$ cat config.mk
export PLATFORM = sky130hd
export DESIGN_NAME = mem_port_arbiter_flat
export DESIGN_NICKNAME = d
export VERILOG_FILES = /design/src/rtl/mem_port_arbiter_if.sv /design/src/rtl/mem_port_arbiter.sv /design/src/flat_wrapper.sv
export SDC_FILE = /design/constraint.sdc
export NUM_CORES = 1
export LEC_CHECK = 0
export ABC_AREA = 1
export CORE_MARGIN = 4
export CORE_UTILIZATION = 42
export CTS_CLUSTER_DIAMETER = 40
export DETAILED_ROUTE_END_ITERATION = 12
export GPL_ROUTABILITY_DRIVEN = 1
export PLACE_DENSITY = 0.77
export SYNTH_ARGS = -nofsm -noshare
export SYNTH_HDL_FRONTEND = slang
export SYNTH_SLANG_ARGS = --single-unit
$ cat constraint.sdc
create_clock -name clk -period 6.05 [get_ports clk]
set_clock_uncertainty 0.2 [all_clocks]
set_input_delay 0.9075 -clock clk [delete_from_list [all_inputs] [get_ports clk]]
set_output_delay 0.9075 -clock clk [all_outputs]
set_load 0.05 [all_outputs]
$ cat src/rtl/mem_port_arbiter_if.sv
// mem_port_arbiter_if: the fetch port, the Mem-stage port and the SRAM port of the shared memory arbiter.
// The slave modport is the arbiter; the master modport is the pipeline/SRAM side around it.
interface mem_port_arbiter_if #(
    parameter int ADDR_W = 32,
    parameter int DATA_W = 32,
    parameter int BE_W   = 4
);
    logic              if_req;
    logic [ADDR_W-1:0] if_addr;
    logic              if_ack;
    logic [DATA_W-1:0] if_rdata;
    logic              mem_req;
    logic              mem_we;
    logic [ADDR_W-1:0] mem_addr;
    logic [DATA_W-1:0] mem_wdata;
    logic [BE_W-1:0]   mem_be;
    logic              mem_ack;
    logic [DATA_W-1:0] mem_rdata;
    logic              err;
    logic              stall_req;
    logic              sram_req;
    logic              sram_we;
    logic [ADDR_W-1:0] sram_addr;
    logic [DATA_W-1:0] sram_wdata;
    logic [BE_W-1:0]   sram_be;
    logic              sram_ack;
    logic [DATA_W-1:0] sram_rdata;

    modport slave (
        input  if_req, if_addr, mem_req, mem_we, mem_addr, mem_wdata, mem_be, sram_ack, sram_rdata,
        output if_ack, if_rdata, mem_ack, mem_rdata, err, stall_req,
               sram_req, sram_we, sram_addr, sram_wdata, sram_be
    );

    modport master (
        output if_req, if_addr, mem_req, mem_we, mem_addr, mem_wdata, mem_be, sram_ack, sram_rdata,
        input  if_ack, if_rdata, mem_ack, mem_rdata, err, stall_req,
               sram_req, sram_we, sram_addr, sram_wdata, sram_be
    );
endinterface

$ cat src/rtl/mem_port_arbiter.sv
// mem_port_arbiter: shares one single-ported SRAM between fetch and the Mem stage, one transaction at a time with a watchdog.
// Define ARB_ROUND_ROBIN_EN to alternate grants on conflicts; by default MEM always wins.
module mem_port_arbiter #(
    parameter int ADDR_W  = 32,
    parameter int DATA_W  = 32,
    parameter int BE_W    = 4,
    parameter int TIMEOUT = 255
) (
    input logic               clk,
    input logic               rst,
    mem_port_arbiter_if.slave bus
);
    typedef enum logic [1:0] {IDLE, BUSY_IF, BUSY_MEM} state_t;
    typedef struct packed {
        logic              sram_req;
        logic              sram_we;
        logic [ADDR_W-1:0] sram_addr;
        logic [DATA_W-1:0] sram_wdata;
        logic [BE_W-1:0]   sram_be;
        logic              if_ack;
        logic              mem_ack;
        logic              err;
        logic [DATA_W-1:0] if_rdata;
        logic [DATA_W-1:0] mem_rdata;
    } out_t;

    state_t            state, state_n;
    logic [7:0]        cnt, cnt_n;
    out_t              q, q_n;
    logic              pend_if, pend_mem, grant_mem, done;
    logic [DATA_W-1:0] rdata;

    // A requester whose ack is on the bus has not dropped its level request yet, so it is not pending.
    assign pend_if       = bus.if_req & ~q.if_ack;
    assign pend_mem      = bus.mem_req & ~q.mem_ack;
    assign bus.stall_req = pend_if | pend_mem;

`ifdef ARB_ROUND_ROBIN_EN
    logic last_mem;
    assign grant_mem = pend_mem & (~pend_if | ~last_mem);
    always_ff @(posedge clk or posedge rst)
        if (rst)
            last_mem <= 1'b0;
        else if (state == IDLE && (pend_if | pend_mem))
            last_mem <= grant_mem;
`else
    assign grant_mem = pend_mem;
`endif

    assign done  = bus.sram_ack || cnt == 8'(TIMEOUT - 1);
    assign rdata = bus.sram_ack ? bus.sram_rdata : '0;

    always_comb begin
        state_n    = state;
        cnt_n      = cnt;
        q_n        = q;
        q_n.if_ack  = 1'b0;
        q_n.mem_ack = 1'b0;
        q_n.err     = 1'b0;
        if (state == IDLE) begin
            if (pend_if | pend_mem) begin
                state_n        = grant_mem ? BUSY_MEM : BUSY_IF;
                cnt_n          = '0;
                q_n.sram_req   = 1'b1;
                q_n.sram_we    = grant_mem & bus.mem_we;
                q_n.sram_addr  = grant_mem ? bus.mem_addr : bus.if_addr;
                q_n.sram_wdata = (grant_mem & bus.mem_we) ? bus.mem_wdata : '0;
                q_n.sram_be    = (grant_mem & bus.mem_we) ? bus.mem_be : '1;
            end
        end else if (done) begin
            state_n       = IDLE;
            q_n.sram_req  = 1'b0;
            q_n.err       = ~bus.sram_ack;
            q_n.if_ack    = state == BUSY_IF;
            q_n.mem_ack   = state == BUSY_MEM;
            q_n.if_rdata  = (state == BUSY_IF) ? rdata : q.if_rdata;
            q_n.mem_rdata = (state == BUSY_MEM && !q.sram_we) ? rdata : q.mem_rdata;
        end else begin
            cnt_n = cnt + 8'd1;
        end
    end

    always_ff @(posedge clk or posedge rst)
        if (rst) begin
            state <= IDLE;
            cnt   <= '0;
            q     <= '0;
        end else begin
            state <= state_n;
            cnt   <= cnt_n;
            q     <= q_n;
        end

    assign bus.sram_req   = q.sram_req;
    assign bus.sram_we    = q.sram_we;
    assign bus.sram_addr  = q.sram_addr;
    assign bus.sram_wdata = q.sram_wdata;
    assign bus.sram_be    = q.sram_be;
    assign bus.if_ack     = q.if_ack;
    assign bus.mem_ack    = q.mem_ack;
    assign bus.err        = q.err;
    assign bus.if_rdata   = q.if_rdata;
    assign bus.mem_rdata  = q.mem_rdata;
endmodule
$ cat src/flat_wrapper.sv
// flat-port wrapper written by rule: the top's interface ports become plain ports
module mem_port_arbiter_flat 
#(
    parameter int ADDR_W  = 32,
    parameter int DATA_W  = 32,
    parameter int BE_W    = 4,
    parameter int TIMEOUT = 255
)
  (clk, rst, bus_if_req, bus_if_addr, bus_mem_req, bus_mem_we, bus_mem_addr, bus_mem_wdata, bus_mem_be, bus_sram_ack, bus_sram_rdata, bus_if_ack, bus_if_rdata, bus_mem_ack, bus_mem_rdata, bus_err, bus_stall_req, bus_sram_req, bus_sram_we, bus_sram_addr, bus_sram_wdata, bus_sram_be);
  mem_port_arbiter_if #(.ADDR_W(ADDR_W), .DATA_W(DATA_W), .BE_W(BE_W)) bus_i ();
  input logic clk;
  input logic rst;
  input wire logic [$bits(bus_i.if_req)-1:0] bus_if_req;
  input wire logic [$bits(bus_i.if_addr)-1:0] bus_if_addr;
  input wire logic [$bits(bus_i.mem_req)-1:0] bus_mem_req;
  input wire logic [$bits(bus_i.mem_we)-1:0] bus_mem_we;
  input wire logic [$bits(bus_i.mem_addr)-1:0] bus_mem_addr;
  input wire logic [$bits(bus_i.mem_wdata)-1:0] bus_mem_wdata;
  input wire logic [$bits(bus_i.mem_be)-1:0] bus_mem_be;
  input wire logic [$bits(bus_i.sram_ack)-1:0] bus_sram_ack;
  input wire logic [$bits(bus_i.sram_rdata)-1:0] bus_sram_rdata;
  output wire logic [$bits(bus_i.if_ack)-1:0] bus_if_ack;
  output wire logic [$bits(bus_i.if_rdata)-1:0] bus_if_rdata;
  output wire logic [$bits(bus_i.mem_ack)-1:0] bus_mem_ack;
  output wire logic [$bits(bus_i.mem_rdata)-1:0] bus_mem_rdata;
  output wire logic [$bits(bus_i.err)-1:0] bus_err;
  output wire logic [$bits(bus_i.stall_req)-1:0] bus_stall_req;
  output wire logic [$bits(bus_i.sram_req)-1:0] bus_sram_req;
  output wire logic [$bits(bus_i.sram_we)-1:0] bus_sram_we;
  output wire logic [$bits(bus_i.sram_addr)-1:0] bus_sram_addr;
  output wire logic [$bits(bus_i.sram_wdata)-1:0] bus_sram_wdata;
  output wire logic [$bits(bus_i.sram_be)-1:0] bus_sram_be;
  assign bus_i.if_req = bus_if_req;
  assign bus_i.if_addr = bus_if_addr;
  assign bus_i.mem_req = bus_mem_req;
  assign bus_i.mem_we = bus_mem_we;
  assign bus_i.mem_addr = bus_mem_addr;
  assign bus_i.mem_wdata = bus_mem_wdata;
  assign bus_i.mem_be = bus_mem_be;
  assign bus_i.sram_ack = bus_sram_ack;
  assign bus_i.sram_rdata = bus_sram_rdata;
  assign bus_if_ack = bus_i.if_ack;
  assign bus_if_rdata = bus_i.if_rdata;
  assign bus_mem_ack = bus_i.mem_ack;
  assign bus_mem_rdata = bus_i.mem_rdata;
  assign bus_err = bus_i.err;
  assign bus_stall_req = bus_i.stall_req;
  assign bus_sram_req = bus_i.sram_req;
  assign bus_sram_we = bus_i.sram_we;
  assign bus_sram_addr = bus_i.sram_addr;
  assign bus_sram_wdata = bus_i.sram_wdata;
  assign bus_sram_be = bus_i.sram_be;
  mem_port_arbiter #(.ADDR_W(ADDR_W), .DATA_W(DATA_W), .BE_W(BE_W), .TIMEOUT(TIMEOUT)) u_core (.clk(clk), .rst(rst), .bus(bus_i));
endmodule
### Yosys cells after proc, flatten, opt, wreduce, memory -nomap -nowiden

Cells that the tools add are included.

* bitwise operators: 8
* mux-type cells: 18
* reduce and logical (&&, ||, !) cells: 10
* eq/ne operators: 5
* $add $sub $neg: 1

Operators with widths (count)
* 32-bit two-way mux: 5
* 67-bit two-way mux: 2
* 70-bit two-way mux: 1
* 8-bit two-way mux: 3
* 8-bit by 1-bit adder with 8-bit output (second input constant): 1
* 8-bit == test (second input constant): 1
* 2-bit two-way mux: 4
* 2-bit AND reduction: 3
* 3-bit AND reduction: 2
* 4-bit two-way mux: 1
* 2-bit != test (second input constant): 2
* 1-bit inverter: 4
* 1-bit bitwise AND: 3
* 2-bit by 1-bit == test with 1-bit output (second input constant): 1
* 2-bit == test (second input constant): 1
* 2-bit logical NOT: 1
* 1-bit two-way mux: 2
* 2-bit nonzero test: 1
* 1-bit logical AND: 1
* 1-bit logical NOT: 1
* 1-bit logical OR: 1
* 1-bit bitwise OR: 1

* logic and storage cells: 54
* output and inout bits: 138
* input port bits: 138
* register bits after elaboration: 147

### Logic depth before layout (Yosys ltp)

* depth after elaboration: 6
* gate-level depth with buffers: 11
* depth with buffers taken out: 10

### Least setup slack after synthesis

No wires, ideal clock.

* path type: input port to output port
* start: input port bus_if_req
* end: output port bus_stall_req
* required time: 4943 ps
* path slack: 3251 ps
* arrival time: 1691 ps
* stages on the path: 2
* buffers on the path: 0
* path through: inv_1 -> o21ai_1

* cells in the longest elaborated chain, start to end: 2

RTL lines
* start, declared: RTL line flat_wrapper.sv:13 `input wire logic [$bits(bus_i.if_req)-1:0] bus_if_req;`
* 1-bit bitwise AND: RTL line mem_port_arbiter.sv:34 `assign pend_if = bus.if_req & ~q.if_ack;`
* 1-bit bitwise OR: RTL line mem_port_arbiter.sv:36 `assign bus.stall_req = pend_if | pend_mem;`
* end, declared: RTL line flat_wrapper.sv:27 `output wire logic [$bits(bus_i.stall_req)-1:0] bus_stall_req;`

No other way between the ends.

### Worst setup path after layout

* start: input port bus_mem_req
* end: output port bus_stall_req

* cells in the longest elaborated chain, start to end: 2

RTL lines
* start, declared: RTL line flat_wrapper.sv:15 `input wire logic [$bits(bus_i.mem_req)-1:0] bus_mem_req;`
* 1-bit bitwise AND: RTL line mem_port_arbiter.sv:35 `assign pend_mem = bus.mem_req & ~q.mem_ack;`
* 1-bit bitwise OR: RTL line mem_port_arbiter.sv:36

No other way between the ends.

==> qor.csv <==
stage,metric,value,unit
outcome,outcome,finished clean,
setup_path,delay of the slowest cell on the worst path,0.85,ns
global_route,overflow left after global routing,0,
drt,number of vias after detailed routing,5338,
timing,minimum clock period after layout,4.05,ns
hold_path,Worst Hold Class,flip-flop to flip-flop,
setup_path,crit path cell chain,"clkdlybuf4s50_1, nand2_2, o21ai_1, clkdlybuf4s50_1",
final_layout,final-stage net count,1003,
floorplan,number of top-level pins,276,
synthesis,Cell variety after synth,27,
setup_path,top fanout value on the critical path,34,
setup_path,Crit. End Element,output pin,
pwr,pwr/cell area,647,mW/mm2
floorplan,die footprint,0.0165,mm2
timing,Highest Clock Rate,247,MHz
cts,Clk Tree Root Cell,clkbuf_16,
cts,quantity of hold-fixing buffers added after cts,0,
cts,clock net sink count,147,
synthesis,netlist area before placement,0.00608,mm2
synthesis,Post-Synthesis Net Count,741,
final_layout,core occupancy in the finished layout,67.5,%
cts,count of buffers added by post-CTS timing repair for setup,0,
cts,H-tree level count,4,
final_layout,# fillers,1078,
drt,Final ANT Viol Nets,0,
cts,Longest Clk Path Bufs,2,
synthesis,Yosys Warn Count,0,
timing,number of hold violations in the final report,0,
global_route,global-route wire length before repair,29600,um
synthesis,average cell area after synthesis,10.1,um2
drt,vias per inst,5.05,
cts,cells resized by post-CTS repair,0,
final_layout,post-route standard cell area excluding fillers,0.00948,mm2
placed_design,gpl congestion,0.930,
drt,total routed wire length on the met1 layer,7380,um
synthesis,"Seq/Total Area, Yosys",60.5,%
drt,DRT Pass-1 Iters,4,
timing,worst slew slack as a fraction of its limit,33.7,%
setup_path,cell with the most instances on the worst path,clkdlybuf4s50_1,
global_route,via count of the first global-routing pass,5512,
final_layout,register cell area after layout,0.00368,mm2
final_layout,synthesis-to-finish area growth,55.8,%
cts,CTS Buf Count,17,
floorplan,Placement Rows,43,
synthesis,number of flip-flops and latches in the synthesized netlist,147,
pwr,maximum ir drop on the vdd rail,0.373,mV
floorplan,chip height,128,um
timing,RSZ-0062 raised after global routing,no,
drt,DR WL met3,1690,um
job,reported max-cap violation count,0,
drt,number of DRC violations after detailed-routing iteration 0,437,
floorplan,width of the chip,128,um
final_layout,fraction of final layout cells with drive strength greater than 1,10.8,%
global_route,pin count of the biggest net entering global routing,98,
floorplan,initial core utilization,43.3,%
placed_design,placed inst area,0.00889,mm2
placed_design,half-perimeter wire length after detailed placement,13600,um
placed_design,Port Buffers,275,
drt,WL/cell,18.0,um
setup_path,Crit Path Category,primary input to output pin,
timing,share of the clock period used by the worst path after layout,66.9,%
drt,total wirelength of the detailed-routed design,19000,um
timing,final setup violation count,0,
timing,max-slew violation count,0,
synthesis,synthesized instance count,601,
global_route,initial antenna violation count,1,
drt,routed wire length on met2,9530,um
setup_path,Critical Path RT,4.94,ns
drt,Residual DRC,0,
drt,highest signal layer in the routed design,met4,
setup_path,"Slowest-stage cell, CP",clkdlybuf4s50_1,
setup_path,Worst Setup Start Kind,primary input,
timing,hold slack,0.281,ns
cts,clock tree from TritonCTS,yes,
timing,setup TNS,0,ns
setup_path,worst endpoint data arrival time,2.94,ns
final_layout,multi-input logic area,0.00213,mm2
timing,Worst-Margin Slew,0.995,ns
cts,clock-pin slew on the worst setup and hold paths,0.06,ns
global_route,GR Util All Layers,22.8,%
pwr,Leakage Power,4.19,nW
floorplan,Placeable Area,0.0140,mm2
cts,clock latency of the later-clocked register in the worst-skew pair,0.41,ns
[registers in the layout, summed over array words and instances (netlist names)]
signal and count:
u_core.bus.sram_we 1, u_core.bus.err 1, u_core.bus.sram_be 4, u_core.bus.if_rdata 32, u_core.bus.mem_ack 1, u_core.cnt 8, u_core.bus.mem_rdata 32, u_core.state 2
u_core.bus.if_ack 1, u_core.bus.sram_addr 32, u_core.bus.sram_wdata 32, u_core.bus.sram_req 1
[cell type report]
type,instances,area share (%)
Antenna cell,1,0.0264
Multi-Input combinational cell,398,22.4
Sequential cell,147,38.8
Clock buffer,20,4.71
Tap cell,180,2.38
Inverter,20,0.845
Timing Repair Buffer,279,29.4
Clock inverter,12,1.41
[power breakdown]
| group | leakage, nW | switching (W) | internal [W] |
|---|---|---|---|
| clock network | 0.268 | 0.000408 | 0.000618 |
| logic | 2.03 | 0.00231 | 0.00109 |
| registers | 1.89 | 0.000274 | 0.00143 |
[critical path: cells and delay by family]
family	cells	cell delay, ns
buffers and inverters	2	1.34
AO/OA/AOI/OAI	1	0.31
AND/OR/NAND/NOR	1	0.38
[kinds of logic after synthesis]
group	share of synthesized area, %
AOI/OAI and AO/OA	16.7
adders and majority gates	0.411
buffers and inverters	4.65
DFF	60.5
and+or+nand+nor	17.8
[cell usage after synthesis]
library cell  instances  share of area [%]
nand2_1             135                8.3
nor2_4                2               0.37
nor3_1                4               0.33
buf_6                 6                1.1
dfrtp_1             147                 60
clkbuf_1             14               0.86
o21ai_1              31                2.6
o21ai_2              23                3.3
a21oi_1               2               0.16
and3_1                1               0.10
o21ai_0              16                1.3
nand2_2              25                2.6
buf_1                 4               0.25
buf_2                 7               0.58
inv_2                 4               0.25
o22ai_1               2               0.21
a22o_1               32                4.6
nand3_2               1               0.16
ha_1                  2               0.41
nor2_2                2               0.21
nor2_1               75                4.6
nand2_4               3               0.56
buf_4                 5               0.62
nand3_1               6               0.49
o22a_1                4               0.58
o31ai_1              32                4.0
inv_1                16               0.99
[metal layers]
metal	global-route usage [%]	vias up
met4	7.05	0
met5	0	-
met3	7.58	23
li1	-	2535
met1	27.4	2571
met2	38.9	209
[final timing paths]
check | start | to | slack [ns] | depth (start not counted)
worst min register to register | u_core.bus.sram_addr[27] | u_core.bus.sram_addr[27] | 0.28 | 2
worst max register to register | u_core.bus.mem_ack | u_core.bus.sram_addr[26] | 3.03 | 7
min in group asynchronous | rst | u_core.bus.mem_rdata[25] | 0.87 | 2
max in group asynchronous | rst | u_core.state[1] | 3.58 | 3
worst max-delay path | bus_mem_req | bus_stall_req | 2.00 | 4
worst min-delay path | u_core.bus.sram_addr[27] | u_core.bus.sram_addr[27] | 0.28 | 2
[placed cells by master, fill, tap and decap left out, types with 3 or more instances in the layout]
| cell | netlist | layout |
|---|---|---|
| clkdlybuf4s50_1 | 0 | 275 |
| dfrtp_1 | 147 | 147 |
| nand2_1 | 135 | 135 |
| nor2_1 | 75 | 75 |
| o31ai_1 | 32 | 32 |
| a22o_1 | 32 | 32 |
| o21ai_1 | 31 | 31 |
| nand2_2 | 25 | 25 |
| o21ai_2 | 23 | 23 |
| clkbuf_16 | 0 | 17 |
| o21ai_0 | 16 | 16 |
| inv_1 | 16 | 15 |
| nand3_1 | 6 | 6 |
| clkinvlp_4 | 0 | 5 |
| inv_2 | 4 | 4 |
| o22a_1 | 4 | 4 |
| nor3_1 | 4 | 4 |
| buf_4 | 5 | 4 |
| nand2_4 | 3 | 3 |
| clkinv_4 | 0 | 3 |
[stage by stage]
stage | setup slack (ns) | total power [W] | instances
6_report | 2.00 | 0.00613 | 1057
5_1_grt | 1.90 | 0.00643 | 1057
4_1_cts | 2.01 | 0.00618 | 1056
3_5_place_dp | 2.02 | 0.00513 | 1024
3_3_place_gp | 2.07 | 0.00505 | 1024
2_1_floorplan | 0.991 | 0.00393 | 601
Power figures use the tool's default switching activity.
